### src/rtl/loom_fifo_pkg.sv
// Shared defaults and width helpers for the loom handshake FIFO.
// Optional same-cycle bypass is enabled by defining LOOM_FIFO_BYPASS_EN.
package loom_fifo_pkg;

   localparam int DEF_DATA_WIDTH = 32;
   localparam int DEF_DEPTH      = 4;

   // Occupancy must be able to represent both 0 and DEPTH.
   function automatic int cnt_width(input int depth);
      return $clog2(depth + 1);
   endfunction

   function automatic int ptr_width(input int depth);
      return (depth <= 2) ? 1 : $clog2(depth);
   endfunction

endpackage

### src/rtl/fifo_wrap_ptr.sv
// FIFO pointer: increments on i_inc, wraps from DEPTH-1 to 0 for any DEPTH,
// and clears synchronously on i_clr (clear has priority over increment).
module fifo_wrap_ptr
   import loom_fifo_pkg::*;
#(
   parameter int DEPTH = DEF_DEPTH,
   parameter int PTR_W = ptr_width(DEPTH)
) (
   input  logic             clk,
   input  logic             rst_n,
   input  logic             i_clr,
   input  logic             i_inc,
   output logic [PTR_W-1:0] o_ptr
);

   logic [PTR_W-1:0] r_ptr;
   logic             w_last;

   assign w_last = (r_ptr == PTR_W'(DEPTH - 1));

   always_ff @(posedge clk or negedge rst_n) begin
      if (!rst_n) begin
         r_ptr <= '0;
      end else if (i_clr) begin
         r_ptr <= '0;
      end else if (i_inc) begin
         r_ptr <= w_last ? '0 : r_ptr + PTR_W'(1);
      end
   end

   assign o_ptr = r_ptr;

endmodule

### src/rtl/handshake_fifo.sv
// Valid/ready FIFO with occupancy count, almost_full and synchronous flush.
// Define LOOM_FIFO_BYPASS_EN to forward input to output when empty.
module handshake_fifo
   import loom_fifo_pkg::*;
#(
   parameter  int DATA_WIDTH = DEF_DATA_WIDTH,
   parameter  int DEPTH      = DEF_DEPTH,
   parameter  int AF_THRESH  = DEPTH - 1,
   localparam int CNT_W      = cnt_width(DEPTH),
   localparam int PTR_W      = ptr_width(DEPTH)
) (
   input  logic                  clk,
   input  logic                  rst_n,
   input  logic                  flush,
   input  logic                  in_valid,
   output logic                  in_ready,
   input  logic [DATA_WIDTH-1:0] in_data,
   output logic                  out_valid,
   input  logic                  out_ready,
   output logic [DATA_WIDTH-1:0] out_data,
   output logic [CNT_W-1:0]      count,
   output logic                  almost_full
);

   logic [DATA_WIDTH-1:0] r_mem [DEPTH];
   logic [CNT_W-1:0]      r_count;
   logic [PTR_W-1:0]      w_wptr;
   logic [PTR_W-1:0]      w_rptr;
   logic                  w_empty;
   logic                  w_full;
   logic                  w_wr;
   logic                  w_rd;

   assign w_empty = (r_count == '0);
   assign w_full  = (r_count == CNT_W'(DEPTH));

   // Ready depends only on registered occupancy and flush, never on out_ready.
   assign in_ready = !w_full && !flush;

`ifdef LOOM_FIFO_BYPASS_EN
   logic w_byp;

   assign w_byp     = w_empty && in_valid && in_ready;
   assign out_valid = !w_empty || w_byp;
   assign out_data  = w_empty ? in_data : r_mem[w_rptr];
   // A bypassed word taken in the same cycle never touches storage.
   assign w_wr      = in_valid && in_ready && !(w_byp && out_ready);
   assign w_rd      = !w_empty && out_ready;
`else
   assign out_valid = !w_empty;
   assign out_data  = r_mem[w_rptr];
   assign w_wr      = in_valid && in_ready;
   assign w_rd      = out_valid && out_ready;
`endif

   always_ff @(posedge clk or negedge rst_n) begin
      if (!rst_n) begin
         r_count <= '0;
      end else if (flush) begin
         r_count <= '0;
      end else begin
         case ({w_wr, w_rd})
            2'b10:   r_count <= r_count + CNT_W'(1);
            2'b01:   r_count <= r_count - CNT_W'(1);
            default: r_count <= r_count;
         endcase
      end
   end

   // Storage is intentionally not reset; out_data is don't-care while empty.
   always_ff @(posedge clk) begin
      if (w_wr) begin
         r_mem[w_wptr] <= in_data;
      end
   end

   fifo_wrap_ptr #(
      .DEPTH (DEPTH),
      .PTR_W (PTR_W)
   ) u_wptr (
      .clk   (clk),
      .rst_n (rst_n),
      .i_clr (flush),
      .i_inc (w_wr),
      .o_ptr (w_wptr)
   );

   fifo_wrap_ptr #(
      .DEPTH (DEPTH),
      .PTR_W (PTR_W)
   ) u_rptr (
      .clk   (clk),
      .rst_n (rst_n),
      .i_clr (flush),
      .i_inc (w_rd),
      .o_ptr (w_rptr)
   );

   assign count       = r_count;
   assign almost_full = (r_count >= CNT_W'(AF_THRESH));

endmodule
### config.mk
export PLATFORM = sky130hd
export DESIGN_NAME = handshake_fifo
export DESIGN_NICKNAME = d
export VERILOG_FILES = /design/src/rtl/loom_fifo_pkg.sv /design/src/rtl/fifo_wrap_ptr.sv /design/src/rtl/handshake_fifo.sv
export SDC_FILE = /design/constraint.sdc
export NUM_CORES = 1
export LEC_CHECK = 0
export CAP_MARGIN = 10
export CORE_UTILIZATION = 56
export CTS_CLUSTER_SIZE = 40
export DETAILED_ROUTE_END_ITERATION = 12
export PLACE_DENSITY_LB_ADDON = 0.2
export RECOVER_POWER = 100
export SYNTH_ARGS = -nofsm -noshare
export SYNTH_HDL_FRONTEND = slang
export SYNTH_HIERARCHICAL = 1
export SYNTH_SLANG_ARGS = --single-unit
### constraint.sdc
create_clock -name clk -period 9.1 [get_ports clk]
set_input_delay 1.82 -clock clk [delete_from_list [all_inputs] [get_ports clk]]
set_output_delay 1.82 -clock clk [all_outputs]
set_load 0.1 [all_outputs]
==> results of run 1 <==
[cell usage in the layout, fill, tap and decap left out, types with 2 or more instances in the layout]
cell | synthesis | routed
nand2_1 | 2 | 2
bufinv_16 | 0 | 5
or3b_1 | 2 | 3
inv_6 | 1 | 3
clkbuf_16 | 0 | 16
nand2b_1 | 4 | 4
mux4_2 | 32 | 32
dfrtp_1 | 7 | 5
dlygate4sd3_1 | 0 | 73
dfrtp_2 | 0 | 2
clkinvlp_4 | 0 | 2
edfxtp_1 | 128 | 128
clkbuf_1 | 1 | 4
mux2i_1 | 3 | 3
nor2b_1 | 2 | 2
nor2_1 | 6 | 6
ha_1 | 2 | 2
clkinv_4 | 0 | 3
[cells by family after synthesis]
logic type | after synthesis | share of synthesized area
buf+inv | 8 | 0.00762
xor+xnor | 1 | 0.00320
compound gates | 5 | 0.00787
fa+ha+maj | 3 | 0.00885
simple gates | 25 | 0.0302
flops | 135 | 0.790
mux | 37 | 0.153
[where the power goes]
group          internal (mW)  switching, mW  total (mW)
clock network          0.476          0.254       0.730
registers              0.718         0.0326       0.750
logic                  0.211          0.612       0.823
total                   1.40          0.899        2.30
[layout make-up]
type	instances	area share
flip-flops and latches	135	0.610
clock inverters	14	0.0338
repair buffers	78	0.115
clock buffers	18	0.0634
well taps	108	0.0205
inverters	1	0.000760
multi-input cells	71	0.156
[flip-flops by register name, summed over array words and instances (netlist names)]
register,cells
r_mem,128
u_rptr/o_ptr,2
u_wptr/o_ptr,2
count,3
[worst max path at each step]
stage          start                     to  slack, ps  depth (start not counted)
4_1_cts        flush               in_ready       3470                          3
3_5_place_dp   flush               in_ready       3460                          3
2_1_floorplan  flush  r_mem[1][0]$_DFFE_PP_       3950                          2
5_1_grt        flush               in_ready       3310                          3
3_3_place_gp   flush               in_ready       3510                          3
6_report       flush               in_ready       3390                          3
[per-layer routing]
metal,track usage,wire [um],up-vias
li1,-,-,1087
met1,0.259,3640,1246
met2,0.330,4390,69
met3,0.0525,378,10
met4,0.0826,97,0
met5,0,0,-
[through the flow]
stage	hold WS (ps)	std cells
3_5_place_dp	662	393
6_report	660	425
4_1_cts	678	425
2_1_floorplan	554	214
3_3_place_gp	628	393
5_1_grt	672	425
[critical path, delay by kind of cell]
kind | cells | cell delay (ps)
buffers and inverters | 2 | 1910
AND/OR/NAND/NOR | 1 | 150
==> metrics.md, run 1 <==
| Metric | Value |
|---|---|
| Synth area leaders | `edfxtp_1 76%, mux4_2 14%, dfrtp_1 3.4%` |
| Flops & latches, synth | `135` |
| # rows | `34` |
| Post-CTS Setup Bufs | `0` |
| Die Height | `97.3 um` |
| Cell Area, Placed | `5990 um2` |
| Yosys warning count | `6` |
| Total Wirelength | `8510 um` |
| Max cap viols | `4` |
| Setup TNS | `0 ps` |
| Clock sinks | `135` |
| Slowest CP cell | `dlygate4sd3_1` |
| # IOs | `75` |
| Critical Path Max Stage Delay | `1210 ps` |
| Ratio of cells with drive above 1 in the final layout | `0.224` |
| Clk_skew | `8.27 ps` |
| Setup violation total in the final timing report | `0` |
| Worst slack at placement | `3460 ps` |
| Final worst setup slack | `3390 ps` |
| Synth-to-Final Area Change | `29.4%` |
| Crit end category | `primary output` |
| Most common cell in the synthesized netlist | `edfxtp_1` |
| Hold_buf cts | `0` |
| Overall power | `2.30 mW` |
| EDFF count, synth | `128` |
| Worst endpoint required time | `7280 ps` |
| Slew Limit Fails | `101` |
| Type of the worst setup path | `input port to primary output` |
| Final ANT Viol Nets | `0` |
| FMAX | `175 MHz` |
| Pleak | `2.19 nW` |
| P per Cell Area | `350 nW/um2` |
| FF-to-FF path depth | `5` |
| Antenna diode count | `0` |
| Initial antenna violation count | `0` |
| Synth Net Count | `254` |
| Ys async rst share | `0.0519` |
| RSZ-0062 raised after global routing | `false` |
| Synth top area share | `0.755` |
| Hold Path End | `u_wptr/o_ptr[0]$_DFFE_PN0P_` |
| Die area | `9470 um2` |
| Routed WL per cell | `20.0 um` |
| Mapped Cells | `214` |
| Status | `complete, but fails checks` |
| Storage cell area | `4020 um2` |
| Peak VDD IR | `0.343 mV` |
| DRC viols | `0` |
| Minimum clock period | `5710 ps` |
| Cell Area, Synth | `5090 um2` |
| First-pass GRT wire length | `13,800 um` |
| Hold Startpoint | `u_wptr/o_ptr[0]$_DFFE_PN0P_` |
| Crit path DAT | `3890 ps` |
| Initial DRC count | `73` |
| Largest net degree at the start of global routing | `35` |
| Hold Path Depth | `2` |
| Routed via count | `2,412` |
| Clock Latency Late Sink | `510 ps` |
| GRT overflow | `0` |
| Failing checks | `max-capacitance violations, max-slew violations` |
| Final Util | `0.752` |
| Synthesized area per cell | `23.8 um2` |
| Routability cong. | `0.697` |
| CTS H-tree lvls | `4` |
| Post_cts resized | `0` |
| Slew @ Worst Pin | `2910 ps` |
| Num CTS Buffers | `17` |
| Setup slack, reg-to-reg | `5080 ps` |
| Core area | `8760 um2` |
| Cell accounting for the most synthesized area | `edfxtp_1` |
| Rel. slew slack | `-0.949` |
| Post-detail-place hpwl | `5000 um` |
| Ys flop type | `edfxtp_1` |
| Hold WC Path Type | `flop to flop` |
| Die X | `97.3 um` |
| Gr usage total | `0.201` |
| Post-route design area | `6590 um2` |
| Startpoint Class | `input port` |
| Synth top cells by count | `128 x edfxtp_1, 32 x mux4_2, 7 x dfrtp_1, 6 x nor2_1, 4 x nand2b_1` |
| Initial core utilization | `0.581` |
| Multi-input gate area | `1030 um2` |
| Sequential area share after synthesis | `0.790` |
| Final Hold Fails | `0` |
| Cell mode on critical path | `dlygate4sd3_1` |
| Critical-path cell list | `dlygate4sd3_1 -> nor2_1 -> dlygate4sd3_1` |
| DRT Pass-1 Iters | `4` |
| Capturing point of the worst reg2reg path | `r_mem[2][28]$_DFFE_PP_` |
| Clock-pin transition on the worst setup and hold timing paths | `60 ps` |
| Layout Nets | `344` |
| Crit path max fanout | `13` |
| CTS tree | `built` |
| Final Cycle Share | `0.628` |
| Reg2reg start | `count[2]$_DFFE_PN0P_` |
| Vias/cell | `5.68` |
| Yosys cell types | `31` |
| Filler instances | `505` |
| Port buffer count | `74` |
| Clock root buffer master | `clkbuf_8` |
| Vias in the first global route | `2,605` |
| CTS max path bufs | `2` |
Note: power is estimated with default switching activity, not from simulation.
==> run 2: changes to the inputs <==
--- a/config.mk
+++ b/config.mk
@@ -6,7 +6,7 @@
 export NUM_CORES = 1
 export LEC_CHECK = 0
 export CAP_MARGIN = 10
-export CORE_UTILIZATION = 56
+export CORE_UTILIZATION = 54
 export CTS_CLUSTER_SIZE = 40
 export DETAILED_ROUTE_END_ITERATION = 12
 export PLACE_DENSITY_LB_ADDON = 0.2
==> constraint.sdc (replaced) <==
create_clock -name clk -period 5.7 [get_ports clk]
set_input_delay 1.14 -clock clk [delete_from_list [all_inputs] [get_ports clk]]
set_output_delay 1.14 -clock clk [all_outputs]
set_load 0.1 [all_outputs]
==> run 2 against run 1 <==
The flow still finishes with violations (max-capacitance violations, max-slew violations). Setup slack lost 2500 ps. Register-to-register slack lost 3400 ps. Via count shrank 0.33%. First-iteration DRC count grew 48%. Sequential share of layout area grew 0.15 points. Utilization shrank 3.7 points. Global-route usage shrank 0.54 points. Worst hold slack lost 13 ps. Design area shrank 0.25%. Clock power grew 53%. Largest cell class unchanged.
==> metrics.md, run 2 (same netlist as run 1, synthesis figures left out) <==
| Metric | Value |
|---|---|
| Clock sinks | `135 (unchanged)` |
| Crit path DAT | `4840 ps (was 3890 ps)` |
| Port buffer count | `74 (unchanged)` |
| DRC viols | `0 (unchanged)` |
| Largest net degree at the start of global routing | `35 (unchanged)` |
| FMAX | `210 MHz` |
| Post_cts resized | `0 (unchanged)` |
| Minimum clock period | `4770 ps` |
| Filler instances | `579 (was 505)` |
| Clock Latency Late Sink | `520 ps (was 510 ps)` |
| Worst endpoint required time | `5770 ps (was 7280 ps)` |
| Hold_buf cts | `0 (unchanged)` |
| Rel. slew slack | `-0.962 (was -0.949)` |
| Sw Ratio | `0.394 (was 0.390)` |
| Initial DRC count | `108 (was 73)` |
| Most frequent cells in the layout | `128 x edfxtp_1, 72 x dlygate4sd3_1, 32 x mux4_2, 16 x clkbuf_16, 6 x nor2_1 (was 128 x edfxtp_1, 73 x dlygate4sd3_1, 32 x mux4_2, 16 x clkbuf_16, 6 x nor2_1)` |
| Die X | `99.1 um (was 97.3 um)` |
| Slew @ Worst Pin | `2930 ps (was 2910 ps)` |
| Crit path max fanout | `32 (was 13)` |
| Overall power | `3.64 mW (was 2.30 mW)` |
| Flop pwr share | `0.340 (was 0.326)` |
| Num CTS Buffers | `17 (unchanged)` |
| Biggest register | `r_mem (unchanged)` |
| Finished Layout Cells | `428 (was 425)` |
| Routed WL per cell | `19.6 um (was 20.0 um)` |
| Vias in the first global route | `2,476 (was 2,605)` |
| Hold WC Path Type | `flop to flop (unchanged)` |
| Most common cell after layout, fill and taps aside | `edfxtp_1 (unchanged)` |
| Slew Limit Fails | `132 (was 101)` |
| Post-detail-place hpwl | `4810 um (was 5000 um)` |
| Post-CTS Setup Bufs | `0 (unchanged)` |
| Clock-pin transition on the worst setup and hold timing paths | `60 ps (about the same)` |
| # IOs | `75 (unchanged)` |
| Routability cong. | `0.705 (was 0.697)` |
| Startpoint Class | `input port (unchanged)` |
| Vias/cell | `5.62 (was 5.68)` |
| Clock root buffer master | `clkbuf_8 (unchanged)` |
| Setup violation total in the final timing report | `0 (unchanged)` |
| Pleak | `2.18 nW (was 2.19 nW)` |
| Crit end category | `flop (was primary output)` |
| Layout Nets | `344 (unchanged)` |
| Peak VDD IR | `0.365 mV (was 0.343 mV)` |
| Final Cycle Share | `0.836` |
| Core area | `9200 um2 (was 8760 um2)` |
| Clk_skew | `7.38 ps (was 8.27 ps)` |
| Final ANT Viol Nets | `0 (unchanged)` |
| Total Wirelength | `8390 um (was 8510 um)` |
| P_sw | `1.43 mW (was 0.899 mW)` |
| Clk pwr share | `0.308 (was 0.317)` |
| Placed instance count | `396 (was 393)` |
| Setup slack, reg-to-reg | `1690 ps (was 5080 ps)` |
| Type of the worst setup path | `input port to flop (was input port to primary output)` |
| Antenna diode count | `0 (unchanged)` |
| Internal power | `2.20 mW (was 1.40 mW)` |
| Max cap viols | `4 (unchanged)` |
| DRT Pass-1 Iters | `4 (unchanged)` |
| P per Cell Area | `553 nW/um2 (was 350 nW/um2)` |
| Ratio of cells with drive above 1 in the final layout | `0.227 (was 0.224)` |
| Synth-to-Final Area Change | `29.1% (was 29.4%)` |
| First-pass GRT wire length | `13,400 um (was 13,800 um)` |
| RSZ-0062 raised after global routing | `false (unchanged)` |
| GRT overflow | `0 (unchanged)` |
| Die area | `9820 um2 (was 9470 um2)` |
| Failing checks | `max-capacitance violations, max-slew violations (unchanged)` |
| Gate power share | `0.352 (was 0.357)` |
| Setup TNS | `0 ps (unchanged)` |
| CTS tree | `built (unchanged)` |
| CTS max path bufs | `2 (unchanged)` |
| Final Util | `0.715 (was 0.752)` |
| Gr usage total | `0.196 (was 0.201)` |
| CTS H-tree lvls | `4 (unchanged)` |
| Initial antenna violation count | `0 (unchanged)` |
| Status | `complete, but fails checks (unchanged)` |
| Die Height | `99.1 um (was 97.3 um)` |
| Initial core utilization | `0.553 (was 0.581)` |
| Routed via count | `2,404 (was 2,412)` |
| Final Hold Fails | `0 (unchanged)` |
| Max reg flops | `128 (unchanged)` |
| # rows | `35 (was 34)` |
## run 2: cell count changes in the layout (fill, tap and decap cells not counted)
cell and change:
bufinv_16 -1, dlygate4sd3_1 -1, clkbuf_1 -1, clkinvlp_4 +2, clkdlybuf4s50_1 +1, buf_4 +1, clkinv_4 -1
## run 2: final cells by class
class,count,area [um2],share of cell area
clock inverter,14,199,0.0303
clock buffer,18,418,0.0636
sequential,135,4020,0.612
timing repair buffer,78,763,0.116
tap,111,139,0.0211
multi-input combinational,71,1030,0.156
inverter,1,5.00,0.000762
## run 2: path summary, 6_finish.rpt
check	start	depth (start not counted)	endpoint
worst max-delay path	flush	5	r_mem[2][9]$_DFFE_PP_
worst min-delay path	u_wptr/o_ptr[0]$_DFFE_PN0P_	2	u_wptr/o_ptr[0]$_DFFE_PN0P_
worst max register to register	count[2]$_DFFE_PN0P_	5	r_mem[2][9]$_DFFE_PP_
worst min register to register	u_wptr/o_ptr[0]$_DFFE_PN0P_	2	u_wptr/o_ptr[0]$_DFFE_PN0P_
max in group asynchronous	rst_n	1	u_rptr/o_ptr[1]$_DFFE_PN0P_
min in group asynchronous	rst_n	1	count[2]$_DFFE_PN0P_
## run 2: metrics by stage
step	area, um2	hold slack [ps]	setup slack [ps]
after floorplan	5090	554	1190
after global placement	5990	655	1480
after detailed placement	5990	667	1460
after CTS	6610	676	1140
after global routing	6570	683	533
final	6570	647	932
## run 2: critical path: stages
cell           delay (ps)
dlygate4sd3_1         700
or3b_1                520
clkinvlp_2            230
nand2_1                80
nor2_1               2140
## run 2: power groups by stage
stage / Clock [mW] / Combinational [mW] / Sequential, mW
after floorplan: 0 / 1.04 / 1.26
after global placement: 0 / 1.33 / 1.26
after detailed placement: 0 / 1.34 / 1.26
after CTS: 1.14 / 1.34 / 1.24
after global routing: 1.19 / 1.32 / 1.25
final: 1.12 / 1.28 / 1.24
## run 2: layer usage
| metal | global-route usage | up-vias | wire length [um] |
|---|---|---|---|
| met5 | 0 | - | 0 |
| met4 | 0.0713 | 0 | 127 |
| met3 | 0.0830 | 10 | 397 |
| met2 | 0.313 | 59 | 4340 |
| met1 | 0.241 | 1237 | 3520 |
| li1 | - | 1098 | - |
==> run 3: changes to the inputs <==
--- a/config.mk
+++ b/config.mk
@@ -6,7 +6,7 @@
 export NUM_CORES = 1
 export LEC_CHECK = 0
 export CAP_MARGIN = 10
-export CORE_UTILIZATION = 54
+export CORE_UTILIZATION = 48
 export CTS_CLUSTER_SIZE = 40
 export DETAILED_ROUTE_END_ITERATION = 12
 export PLACE_DENSITY_LB_ADDON = 0.2
==> constraint.sdc (replaced) <==
create_clock -name clk -period 3.93 [get_ports clk]
set_input_delay 0.786 -clock clk [delete_from_list [all_inputs] [get_ports clk]]
set_output_delay 0.786 -clock clk [all_outputs]
set_load 0.1 [all_outputs]
==> run 3 against run 2 <==
The flow still finishes with violations (max-capacitance violations, max-slew violations). First-iteration DRC count decreased by 22%. Via count increased by 1.3%. Register-to-register slack got worse by 690 ps. Non-clock buffer count increased by 5. Combinational power increased by 48%. Sequential share of layout area about the same. Flip-flop and latch count unchanged. Critical path type is now flop to primary output. Largest cell class unchanged.
==> metrics.md, run 3 (same netlist as run 1, synthesis figures left out) <==
| Metric | Value |
|---|---|
| Status | `complete, but fails checks (unchanged)` |
| Failing checks | `max-capacitance violations, max-slew violations (unchanged)` |
| Routed via count | `2,436 (was 2,404)` |
| CTS tree | `built (unchanged)` |
| Vias in the first global route | `2,558 (was 2,476)` |
| Clock sinks | `135 (unchanged)` |
| Max reg flops | `128 (unchanged)` |
| Hold WC Path Type | `input port to async pin (was flop to flop)` |
| Clock root buffer master | `clkbuf_8 (unchanged)` |
| Port buffer count | `74 (unchanged)` |
| Setup violation total in the final timing report | `0 (unchanged)` |
| DRC viols | `0 (unchanged)` |
| First-pass GRT wire length | `14,000 um (was 13,400 um)` |
| CTS max path bufs | `2 (unchanged)` |
| Type of the worst setup path | `flop to primary output (was input port to flop)` |
| Post-detail-place hpwl | `5360 um (was 4810 um)` |
| Routed WL per cell | `19.4 um (was 19.6 um)` |
| Flop pwr share | `0.330 (was 0.340)` |
| Layout Nets | `349 (was 344)` |
| Max cap viols | `1 (was 4)` |
| Most frequent cells in the layout | `128 x edfxtp_1, 39 x dlygate4sd3_1, 34 x buf_4, 32 x mux4_2, 16 x clkbuf_16 (was 128 x edfxtp_1, 72 x dlygate4sd3_1, 32 x mux4_2, 16 x clkbuf_16, 6 x nor2_1)` |
| Clk_skew | `6.42 ps (was 7.38 ps)` |
| CTS H-tree lvls | `4 (unchanged)` |
| Crit path DAT | `2680 ps (was 4840 ps)` |
| Clock Latency Late Sink | `510 ps (was 520 ps)` |
| Worst endpoint required time | `3140 ps (was 5770 ps)` |
| Capturing point of the worst reg2reg path | `r_mem[2][17]$_DFFE_PP_ (was r_mem[2][9]$_DFFE_PP_)` |
| Pleak | `2.23 nW (was 2.18 nW)` |
| FMAX | `288 MHz` |
| Vias/cell | `5.33 (was 5.62)` |
| Ratio of cells with drive above 1 in the final layout | `0.324 (was 0.227)` |
| Startpoint Class | `flop (was input port)` |
| Cell Area, Placed | `6010 um2 (was 5990 um2)` |
| Die area | `11,000 um2 (was 9820 um2)` |
| Final ANT Viol Nets | `0 (unchanged)` |
| Die X | `105 um (was 99.1 um)` |
| Crit end category | `primary output (was flop)` |
| GRT overflow | `0 (unchanged)` |
| Setup TNS | `0 ps (unchanged)` |
| P_sw | `2.10 mW (was 1.43 mW)` |
| Routability cong. | `0.740 (was 0.705)` |
| Crit path max fanout | `34 (was 32)` |
| Initial antenna violation count | `0 (unchanged)` |
| Num CTS Buffers | `17 (unchanged)` |
| Final Hold Fails | `0 (unchanged)` |
| Reg2reg start | `count[0]$_DFFE_PN0P_ (was count[2]$_DFFE_PN0P_)` |
| Largest net degree at the start of global routing | `35 (unchanged)` |
| Initial core utilization | `0.493 (was 0.553)` |
| RSZ-0062 raised after global routing | `false (unchanged)` |
| Antenna diode count | `0 (unchanged)` |
| Core area | `10,300 um2 (was 9200 um2)` |
| Setup slack, reg-to-reg | `1000 ps (was 1690 ps)` |
| Post-route design area | `6570 um2 (about the same)` |
| Biggest register | `r_mem (unchanged)` |
| Clock-pin transition on the worst setup and hold timing paths | `60 ps (about the same)` |
| Gate power share | `0.354 (was 0.352)` |
| Overall power | `5.36 mW (was 3.64 mW)` |
| Minimum clock period | `3470 ps` |
| Internal power | `3.26 mW (was 2.20 mW)` |
| # IOs | `75 (unchanged)` |
| Worst slack at placement | `784 ps (was 1460 ps)` |
| Die Height | `105 um (was 99.1 um)` |
| Slew Limit Fails | `35 (was 132)` |
| # rows | `37 (was 35)` |
| Post_cts resized | `0 (unchanged)` |
| Filler instances | `727 (was 579)` |
| Sw Ratio | `0.392 (was 0.394)` |
| Total Wirelength | `8870 um (was 8390 um)` |
| Slew @ Worst Pin | `1540 ps (was 2930 ps)` |
| Peak VDD IR | `0.441 mV (was 0.365 mV)` |
| Final Cycle Share | `0.883` |
| Clk pwr share | `0.316 (was 0.308)` |
| Most common cell after layout, fill and taps aside | `edfxtp_1 (unchanged)` |
| Gr usage total | `0.177 (was 0.196)` |
| Rel. slew slack | `-0.0263 (was -0.962)` |
| DRT Pass-1 Iters | `4 (unchanged)` |
| FF-to-FF path depth | `6 (was 5)` |
| Final worst setup slack | `462 ps (was 932 ps)` |
| P per Cell Area | `816 nW/um2 (was 553 nW/um2)` |
| Synth-to-Final Area Change | `29.2% (was 29.1%)` |
| Final Util | `0.637 (was 0.715)` |
| Hold_buf cts | `0 (unchanged)` |
| Post-CTS Setup Bufs | `0 (unchanged)` |
| Initial DRC count | `84 (was 108)` |
-- run 3: how the worst max path moves through the flow --
stage / from / to / slack [ps] / depth (start not counted)
3_5_place_dp: flush / count[2]$_DFFE_PN0P_ / 780 / 9
5_1_grt: u_rptr/o_ptr[1]$_DFFE_PN0P_ / out_data[31] / 290 / 2
3_3_place_gp: flush / count[2]$_DFFE_PN0P_ / 820 / 9
2_1_floorplan: count[1]$_DFFE_PN0P_ / r_mem[2][0]$_DFFE_PP_ / 400 / 5
6_report: u_rptr/o_ptr[1]$_DFFE_PN0P_ / out_data[31] / 460 / 2
4_1_cts: u_rptr/o_ptr[0]$_DFFE_PN0P_ / out_data[26] / 620 / 3
-- run 3: per-stage QoR --
step / hold WS, ps / cells
finish: 618 / 457
global route: 618 / 457
CTS: 531 / 457
detailed placement: 682 / 426
global placement: 658 / 426
floorplan: 490 / 214
-- run 3: critical path, cell delays in order, from the launching register on --
cell,delay (ps)
dfrtp_1,1370
mux4_2,480
buf_4,310
-- run 3: routing by layer --
metal	wire length (um)	vias to the layer above	track usage
met1	3650	1254	0.227
met2	4710	79	0.288
met3	447	5	0.0530
met4	64	0	0.0634
met5	0	-	0
li1	-	1098	-
-- run 3: cell type report --
| cell class | instances | area [um2] | share of cell area |
|---|---|---|---|
| well taps | 136 | 170 | 0.0259 |
| inverters | 1 | 5.00 | 0.000761 |
| repair buffers | 83 | 713 | 0.108 |
| clock buffers | 18 | 418 | 0.0636 |
| flip-flops and latches | 135 | 4020 | 0.612 |
| clock inverters | 13 | 221 | 0.0337 |
| multi-input cells | 71 | 1030 | 0.156 |
-- run 3: power by group through the flow --
stage	Clock, mW	Sequential, mW	Combinational, mW
after floorplan	0	1.82	1.52
after global placement	0	1.80	1.94
after detailed placement	0	1.81	1.95
after CTS	1.72	1.78	1.95
after global routing	1.78	1.79	1.96
final	1.70	1.77	1.90
